File: config.mk
export PLATFORM = sky130hd
export DESIGN_NAME = box_motion_controller
export DESIGN_NICKNAME = d
export VERILOG_FILES = /design/src/rtl/box_game_pkg.sv /design/src/rtl/box_motion_controller_debouncer.sv /design/src/rtl/box_motion_controller.sv
export SDC_FILE = /design/constraint.sdc
export NUM_CORES = 1
export LEC_CHECK = 0
export ABC_AREA = 0
export BUFFER_PORTS_ARGS = -buffer_cell sky130_fd_sc_hd__buf_2
export CELL_PAD_IN_SITES_DETAIL_PLACEMENT = 1
export CELL_PAD_IN_SITES_GLOBAL_PLACEMENT = 1
export CORE_MARGIN = 1
export CORE_UTILIZATION = 51
export CTS_CLUSTER_SIZE = 28
export DETAILED_ROUTE_END_ITERATION = 10
export PLACE_DENSITY_LB_ADDON = 0.1
export SYNTH_ARGS = -nofsm -noshare
export SYNTH_HDL_FRONTEND = slang
export SYNTH_SLANG_ARGS = --single-unit
File: constraint.sdc
create_clock -name clk_25mHz -period 11.1 [get_ports clk_25mHz]
set_input_delay 1.11 -clock clk_25mHz [delete_from_list [all_inputs] [get_ports clk_25mHz]]
set_output_delay 1.11 -clock clk_25mHz [all_outputs]
set_load 0.005 [all_outputs]
File: src/rtl/box_game_pkg.sv
// box_game_pkg: screen geometry, direction encoding and the per-axis motion update shared by the box game blocks
package box_game_pkg;

    localparam int SCREEN_W  = 640;
    localparam int SCREEN_H  = 480;
    localparam int HALF_SIZE = 25;

    localparam int X_MIN = HALF_SIZE;
    localparam int X_MAX = SCREEN_W - 1 - HALF_SIZE;
    localparam int Y_MIN = HALF_SIZE;
    localparam int Y_MAX = SCREEN_H - 1 - HALF_SIZE;

    typedef logic signed [1:0] dir_t;

    localparam dir_t DIR_NEG  = 2'sb11;
    localparam dir_t DIR_NONE = 2'sb00;
    localparam dir_t DIR_POS  = 2'sb01;

    typedef struct packed {
        logic [9:0] pos;
        logic [3:0] speed;
        dir_t       dir;
    } axis_t;

    // One frame of motion on one axis: ramp the speed while the direction holds, then move and clamp.
    // The sum is kept in 11-bit signed so a step past either screen end cannot wrap before clamping.
    function automatic axis_t axis_step(input axis_t cur, input dir_t dir, input logic [9:0] lo,
                                        input logic [9:0] hi, input int max_step);
        axis_t nxt;
        logic signed [10:0] sum;
        nxt.dir   = dir;
        nxt.speed = (dir == DIR_NONE) ? 4'd0 :
                    (dir != cur.dir) ? 4'd1 :
                    (int'(cur.speed) >= max_step) ? 4'(max_step) : cur.speed + 4'd1;
        sum       = 11'(int'(cur.pos) + int'(dir) * int'(nxt.speed));
        nxt.pos   = (sum < $signed({1'b0, lo})) ? lo :
                    (sum > $signed({1'b0, hi})) ? hi : 10'(sum);
        return nxt;
    endfunction

endpackage

File: src/rtl/box_motion_controller_debouncer.sv
// button_debouncer: two-flop synchroniser followed by a stable-count debouncer for one push-button
module button_debouncer #(
    parameter int DEBOUNCE_CYCLES = 250000
) (
    input  logic clk,
    input  logic reset,
    input  logic raw,
    output logic level
);

    localparam int CW = $clog2(DEBOUNCE_CYCLES + 1);

    logic [1:0]    sync;
    logic [CW-1:0] count;

    // Accept a new level only after the synchronised input has disagreed for DEBOUNCE_CYCLES cycles in a row
    always_ff @(posedge clk) begin
        if (!reset) begin
            sync  <= '0;
            count <= '0;
            level <= 1'b0;
        end else begin
            sync <= {sync[0], raw};
            if (sync[1] == level) begin
                count <= '0;
            end else if (count == CW'(DEBOUNCE_CYCLES - 1)) begin
                level <= sync[1];
                count <= '0;
            end else begin
                count <= count + CW'(1);
            end
        end
    end

endmodule

File: src/rtl/box_motion_controller.sv
// box_motion_controller: debounced buttons move the box centre once per frame with speed ramping and screen clamping
module box_motion_controller #(
    parameter int SCREEN_W        = 640,
    parameter int SCREEN_H        = 480,
    parameter int HALF_SIZE       = 25,
    parameter int START_X         = 320,
    parameter int START_Y         = 240,
    parameter int MAX_STEP        = 8,
    parameter int DEBOUNCE_CYCLES = 250000
) (
    input  logic       clk_25mHz,
    input  logic       reset,
    input  logic       screenEnd,
    input  logic       BTNU,
    input  logic       BTNL,
    input  logic       BTNR,
    input  logic       BTND,
    output logic [9:0] center_x,
    output logic [8:0] center_y,
    output logic       at_edge
);

    import box_game_pkg::*;

    localparam logic [9:0] X_LO = 10'(HALF_SIZE);
    localparam logic [9:0] X_HI = 10'(SCREEN_W - 1 - HALF_SIZE);
    localparam logic [9:0] Y_LO = 10'(HALF_SIZE);
    localparam logic [9:0] Y_HI = 10'(SCREEN_H - 1 - HALF_SIZE);

    logic  up, left, right, down;
    logic  screen_end_d, tick;
    dir_t  dir_x, dir_y;
    axis_t ax, ay, ax_next, ay_next;

    button_debouncer #(.DEBOUNCE_CYCLES(DEBOUNCE_CYCLES)) u_btnu (
        .clk(clk_25mHz), .reset(reset), .raw(BTNU), .level(up)
    );
    button_debouncer #(.DEBOUNCE_CYCLES(DEBOUNCE_CYCLES)) u_btnl (
        .clk(clk_25mHz), .reset(reset), .raw(BTNL), .level(left)
    );
    button_debouncer #(.DEBOUNCE_CYCLES(DEBOUNCE_CYCLES)) u_btnr (
        .clk(clk_25mHz), .reset(reset), .raw(BTNR), .level(right)
    );
    button_debouncer #(.DEBOUNCE_CYCLES(DEBOUNCE_CYCLES)) u_btnd (
        .clk(clk_25mHz), .reset(reset), .raw(BTND), .level(down)
    );

    assign tick = screenEnd & ~screen_end_d;

    // Opposing buttons cancel; screen y grows downwards so up is the negative direction
    always_comb begin
        dir_x   = (right & ~left) ? DIR_POS : (left & ~right) ? DIR_NEG : DIR_NONE;
        dir_y   = (down & ~up) ? DIR_POS : (up & ~down) ? DIR_NEG : DIR_NONE;
        ax_next = axis_step(ax, dir_x, X_LO, X_HI, MAX_STEP);
        ay_next = axis_step(ay, dir_y, Y_LO, Y_HI, MAX_STEP);
    end

    // Motion state advances only on the rising edge of screenEnd; screen_end_d resets high so a held pulse is ignored
    always_ff @(posedge clk_25mHz) begin
        if (!reset) begin
            screen_end_d <= 1'b1;
            ax           <= '{pos: 10'(START_X), speed: 4'd0, dir: DIR_NONE};
            ay           <= '{pos: 10'(START_Y), speed: 4'd0, dir: DIR_NONE};
        end else begin
            screen_end_d <= screenEnd;
            if (tick) begin
                ax <= ax_next;
                ay <= ay_next;
            end
        end
    end

    assign center_x = ax.pos;
    assign center_y = 9'(ay.pos);
    assign at_edge  = (ax.pos == X_LO) || (ax.pos == X_HI) || (ay.pos == Y_LO) || (ay.pos == Y_HI);

endmodule

# Word level (Yosys, flattened, before mapping)
# Index checks and enable logic that the tools add are counted.
# Widths: inputs -> output; s select.
[totals]
word_cells = 91
ff_bits = 117
[classes]
bitwise = 15
n_eq_ne = 14
magnitude_cmp = 6
n_addsub = 8
reduce_logical = 13
multipliers = 2
muxes = 14
[op_table]
columns = ["operator", "count"]
rows = [
  ["$add 18x1->18 const B", 4],
  ["$eq 18x18->1 const B", 4],
  ["$mux 10", 4],
  ["$mux 4", 6],
  ["$add 11x7->11", 2],
  ["$lt 11x6->1 const B", 2],
  ["$eq 10x5->1 const B", 2],
  ["$mul 2x5->7", 2],
  ["$reduce_or 3->1", 4],
  ["$gt 11x10->1 const B", 1],
  ["$gt 11x11->1 const B", 1],
  ["$eq 10x10->1 const B", 1],
  ["$eq 10x9->1 const B", 1],
  ["$not 1->1", 10],
  ["$add 4x1->4 const B", 2],
  ["$ge 4x4->1 const B", 2],
  ["$mux 2", 4],
  ["$reduce_and 2->1", 4],
  ["$and 1x1->1", 5],
  ["$eq 1x1->1", 4],
  ["$logic_not 2->1", 2],
  ["$ne 2x2->1", 2],
  ["$logic_or 1x1->1", 3],
]

# Logic depth before layout (Yosys ltp)
[logic_depth]
depth_word = 12
ltp_mapped = 18

# By module
# From an unflattened synthesis, not the netlist that was laid out.
[unflattened]
hier_cells = 824
hier_area_um2 = 6947.9
[by_module_without_submodules]
columns = ["mod", "area_per_inst_um2", "instances", "cells_each", "seq_area_each_um2"]
rows = [
  ["button_debouncer", 918.4, 4, 104, 420.4],
  ["box_motion_controller", 3274.4, 1, 408, 660.6],
]

# Worst setup path before layout
# No wires, ideal clock.
[synth_timing]
kind = "register to register"
startpoint = "reg u_btnd.level"
endpoint = "reg ay (netlist bit center_y[1])"
arrival_time_ns = 3.717
slack_ns = 7.267
t_required_ns = 10.984
stages_incl_launch_ff = 17
setup_ns = 0.116
period_less_slack_ns = 3.833
path_cell_list = "dfxtp_1 > inv_1 > ha_1 > xnor2_1 > nand2_1 > nor4_1 > nand2b_1 > fa_1 > inv_1 > ha_1 > nand4_1 > and3_1 > o221ai_2 > mux2i_1 > or2_1 > or4b_1 > o211a_1"
[synth_lines]
columns = ["item", "line_no", "rtl"]
rows = [
  ["from (decl)", "box_motion_controller_debouncer.sv:8", "output logic level"],
  ["from (signal assigned)", "box_motion_controller_debouncer.sv:27", "level <= sync[1];"],
  ["to (signal assigned)", "box_motion_controller.sv:63", "ay <= '{pos: 10'(START_Y), speed: 4'd0, dir: DIR_NONE};"],
  ["to (signal assigned)", "box_motion_controller.sv:68", "ay <= ay_next;"],
  ["to (decl)", "box_motion_controller.sv:33", "axis_t ax, ay, ax_next, ay_next;"],
]

==> impl_metrics.csv <==
group,metric,value,unit
setup_path,crit_path_max_incr_delay,0.56,ns
pwr,leakagePower,2.81,nW
sta,relSlewSlack,45.7,%
detailed_routing,drt_iter0_drc,197,
sta,setup_violations,0,
detailed_routing,drc_errors,0,
floorplan,rows,41,
detailed_routing,top_layer,"met4",
setup_path,critical_path_class,"register to register",
clock_network,cts_sinks,117,
sta,max_freq,214,MHz
sta,hold_violations,0,
detailed_routing,vias_per_cell,5.58,
cells_and_area,ff_latch_area,2340,um^2
floorplan,die_h,115,um
pwr,power_frac_comb,3.1,%
global_routing,overflow,0,
clock_network,postCtsSetupRepairBufs,0,
setup_path,setup.worst_path.end_class,"register",
run,cap_viol_max_count,0,
sta,skew,0.0126,ns
floorplan,pin_count,27,
setup_path,cp_top_family,"adder cells",
clock_network,clk_path_buf_depth,2,
setup_path,timing.rr.start,"u_btnd.level",
sta,slew_violations,0,
yosys,synth-seq-cells,117,
clock_network,ctsResizeCount,0,
global_routing,track_usage,25.8,%
sta,post-route-period-util,42.1,%
clock_network,cts-root-buf,"clkbuf_16",
pwr,p_sw_share,21.9,%
detailed_routing,first_pass_iters,4,
worst_hold_path,hold_class,"register to register",
pwr,switching_power,0.000215,W
setup_path,cp_slowest_cell,"nor4_1",
global_routing,grt_pass1_vias,5673,
setup_path,worstSetupStartpoint,"u_btnd.level",
cells_and_area,antenna_cells,0,
clock_network,clk_pin_slew_worst_paths,0.06,ns
sta,setup_tns,0,ns
yosys,synthesis.yosys.warnings,0,
sta,period_needed,4.68,ns
detailed_routing,vias,5350,
worst_hold_path,min-delay-start,"u_btnl.sync[0]",
yosys,avgSynthCellArea,8.57,um^2
clock_network,clk_latency,0.43,ns
detailed_routing,dr_wl_met2,8.08,mm
floorplan,core_area,12600,um^2
cells_and_area,drive_gt1_share,8.64,%
sta,rsz0062_at_grt,"no",
setup_path,cp_max_fo,11,
cells_and_area,area_growth,10.9,%
yosys,synth_ff_type,"dfxtp_1",
pwr,power_frac_seq,43.6,%
floorplan,die_x,115,um
detailed_routing,ant_nets,0,
clock_network,tritoncts,"yes",
placement,place.gp.congestion,0.803,
global_routing,grt_pass1_wl,26.7,mm
setup_path,crit_chain,"inv_1 > ha_1 > xnor2_1 > nand2_1 > nor4_1 > fa_1 > ha_1 > nor2b_4 > o211ai_2 > a21boi_1 > o41ai_2 > xnor2_1 > nor4_1 > a21oi_1 > o211a_1",
detailed_routing,routed_wl,15.9,mm
floorplan,fp.dieArea,13300,um^2
yosys,synthArstFlopShare,0,%
yosys,synth_seq_area_share,35.8,%
yosys,syn_inst,763,
setup_path,cp-start-kind,"register",
pwr,power.total,0.000985,W
setup_path,crit_buf_inv,1,
cells_and_area,nets,834,
pwr,p_per_area,136,nW/um^2
setup_path,crit_arrival,5.00,ns
setup_path,required,11.42,ns
detailed_routing,wl_met1,7.08,mm
global_routing,grt_antenna_before_repair,0,
clock_network,cts_max_level,4,
pwr,p_clk_share,53.3,%
placement,portBuffers,26,
sta,tightest_slew,0.814,ns
yosys,synth_nets,822,
cells_and_area,fillers,1499,
cells_and_area,multi_input_area,3840,um^2
pwr,p_int,0.000769,W
yosys,synth_edf_count,0,
clock_network,numCtsBuffers,17,
detailed_routing,wl_per_cell,16.6,um
global_routing,grt_max_degree,52,
placement,dp_hpwl,11.3,mm
clock_network,holdBufCountCts,0,
yosys,yosys.cell_types.count,64,
detailed_routing,wl_met3,356,um
run_status,status,"complete, no violations",
yosys,synth_area,6540,um^2
pwr,ir_drop,0.0993,mV
floorplan,start_util,52.1,%
[synth_stat cells (6+ instances only)]
cell type | number | share of area (%)
a21boi_0 | 10 | 1.1
nand2_1 | 69 | 4.0
xor2_1 | 43 | 5.8
a21oi_1 | 18 | 1.4
buf_4 | 19 | 2.2
nand3b_1 | 6 | 0.69
mux2i_1 | 7 | 1.1
nor2b_1 | 12 | 1.1
inv_1 | 41 | 2.4
xnor2_1 | 39 | 5.2
ha_1 | 44 | 8.4
and3_1 | 12 | 1.1
nand4_1 | 15 | 1.4
nand2b_1 | 8 | 0.76
dfxtp_1 | 117 | 36
nor2_1 | 107 | 6.1
o21ai_0 | 18 | 1.4
and2_1 | 14 | 1.3
clkbuf_1 | 14 | 0.80
o211ai_1 | 7 | 0.80
nand3_1 | 43 | 3.3
nor4_1 | 11 | 1.1
nor3_1 | 15 | 1.1
nor4b_1 | 7 | 0.94
fa_1 | 8 | 2.4
[worst paths after layout]
path	to	slack (ns)	cells after the start
setup / recovery	center_y[1]	6.42	15
setup reg to reg	center_y[1]	6.42	15
hold / removal	u_btnl.sync[1]	0.45	1
hold reg to reg	u_btnl.sync[1]	0.45	1
[power groups by stage]
stage | combinational, W | clock (W) | sequential (W)
2_1_floorplan | 0.0000240 | 0 | 0.000436
3_3_place_gp | 0.0000287 | 0 | 0.000438
3_5_place_dp | 0.0000298 | 0 | 0.000438
4_1_cts | 0.0000305 | 0.000534 | 0.000429
5_1_grt | 0.0000337 | 0.000555 | 0.000429
6_report | 0.0000302 | 0.000525 | 0.000429
[worst register-to-register path, stage by stage (launching register included)]
cell and delay, ns:
dfxtp_1 0.33, inv_1 0.11, ha_1 0.47, xnor2_1 0.18, nand2_1 0.13, nor4_1 0.56
fa_1 0.54, ha_1 0.38, nor2b_4 0.17, o211ai_2 0.13, a21boi_1 0.11, o41ai_2 0.35
xnor2_1 0.18, nor4_1 0.43, a21oi_1 0.23, o211a_1 0.27
[flip-flops by register name, indices dropped and copies added, names as in the netlist, 6 cells and up]
signal,count
u_btnr.count,18
ax,6
center_x,10
ay,7
u_btnl.count,18
center_y,9
u_btnu.count,18
u_btnd.count,18
[cells in the final DEF (no fill, tap or decap), types with 10 or more instances in the layout]
cell / synthesis / layout
nor3_1: 15 / 15
o21ai_0: 18 / 18
nand4_1: 15 / 15
nand2_1: 69 / 69
nor4_1: 11 / 11
nand3_1: 43 / 43
nor2b_1: 12 / 12
and3_1: 12 / 12
ha_1: 44 / 44
xnor2_1: 39 / 39
dfxtp_1: 117 / 117
and2_1: 14 / 14
clkbuf_16: 0 / 17
nor2_1: 107 / 107
a21oi_1: 18 / 18
a21boi_0: 10 / 10
inv_1: 41 / 41
buf_2: 2 / 26
xor2_1: 43 / 43
[stage by stage]
step	util (%)	std cells	hold slack, ns	setup WS [ns]	instance area, um^2
floorplan	-	763	0.412	7.27	6540
global placement	53.3	928	0.421	6.65	6700
detailed placement	53.3	928	0.421	6.52	6700
CTS	57.7	959	0.448	6.44	7260
global route	57.7	959	0.463	6.12	7260
finish	57.7	959	0.446	6.42	7260
[area by class of cell]
class                      instances  share of cell area (%)
clock buffer                      22                    6.26
clock inverter                     9                    1.45
inverter                          41                    2.12
multi-input combinational        570                    52.9
sequential                       117                    32.3
tap                              172                    2.97
timing repair buffer              28                    2.00
[layer usage]
layer  vias up  global-route usage [%]
met1      2631                    29.4
li1       2619                       -
met3        34                    5.17
met4         0                    12.4
met5         -                       0
met2        66                    46.1
[kinds of logic after synthesis]
family,synth area share [%]
AO/OA/AOI/OAI,9.93
XOR/XNOR,11.2
adder cells (fa/ha/maj),10.9
buffers and inverters,5.49
flip-flops,35.8
multiplexers,1.07
AND/OR/NAND/NOR,25.6
No activity file was read; power rests on OpenSTA's default activity.
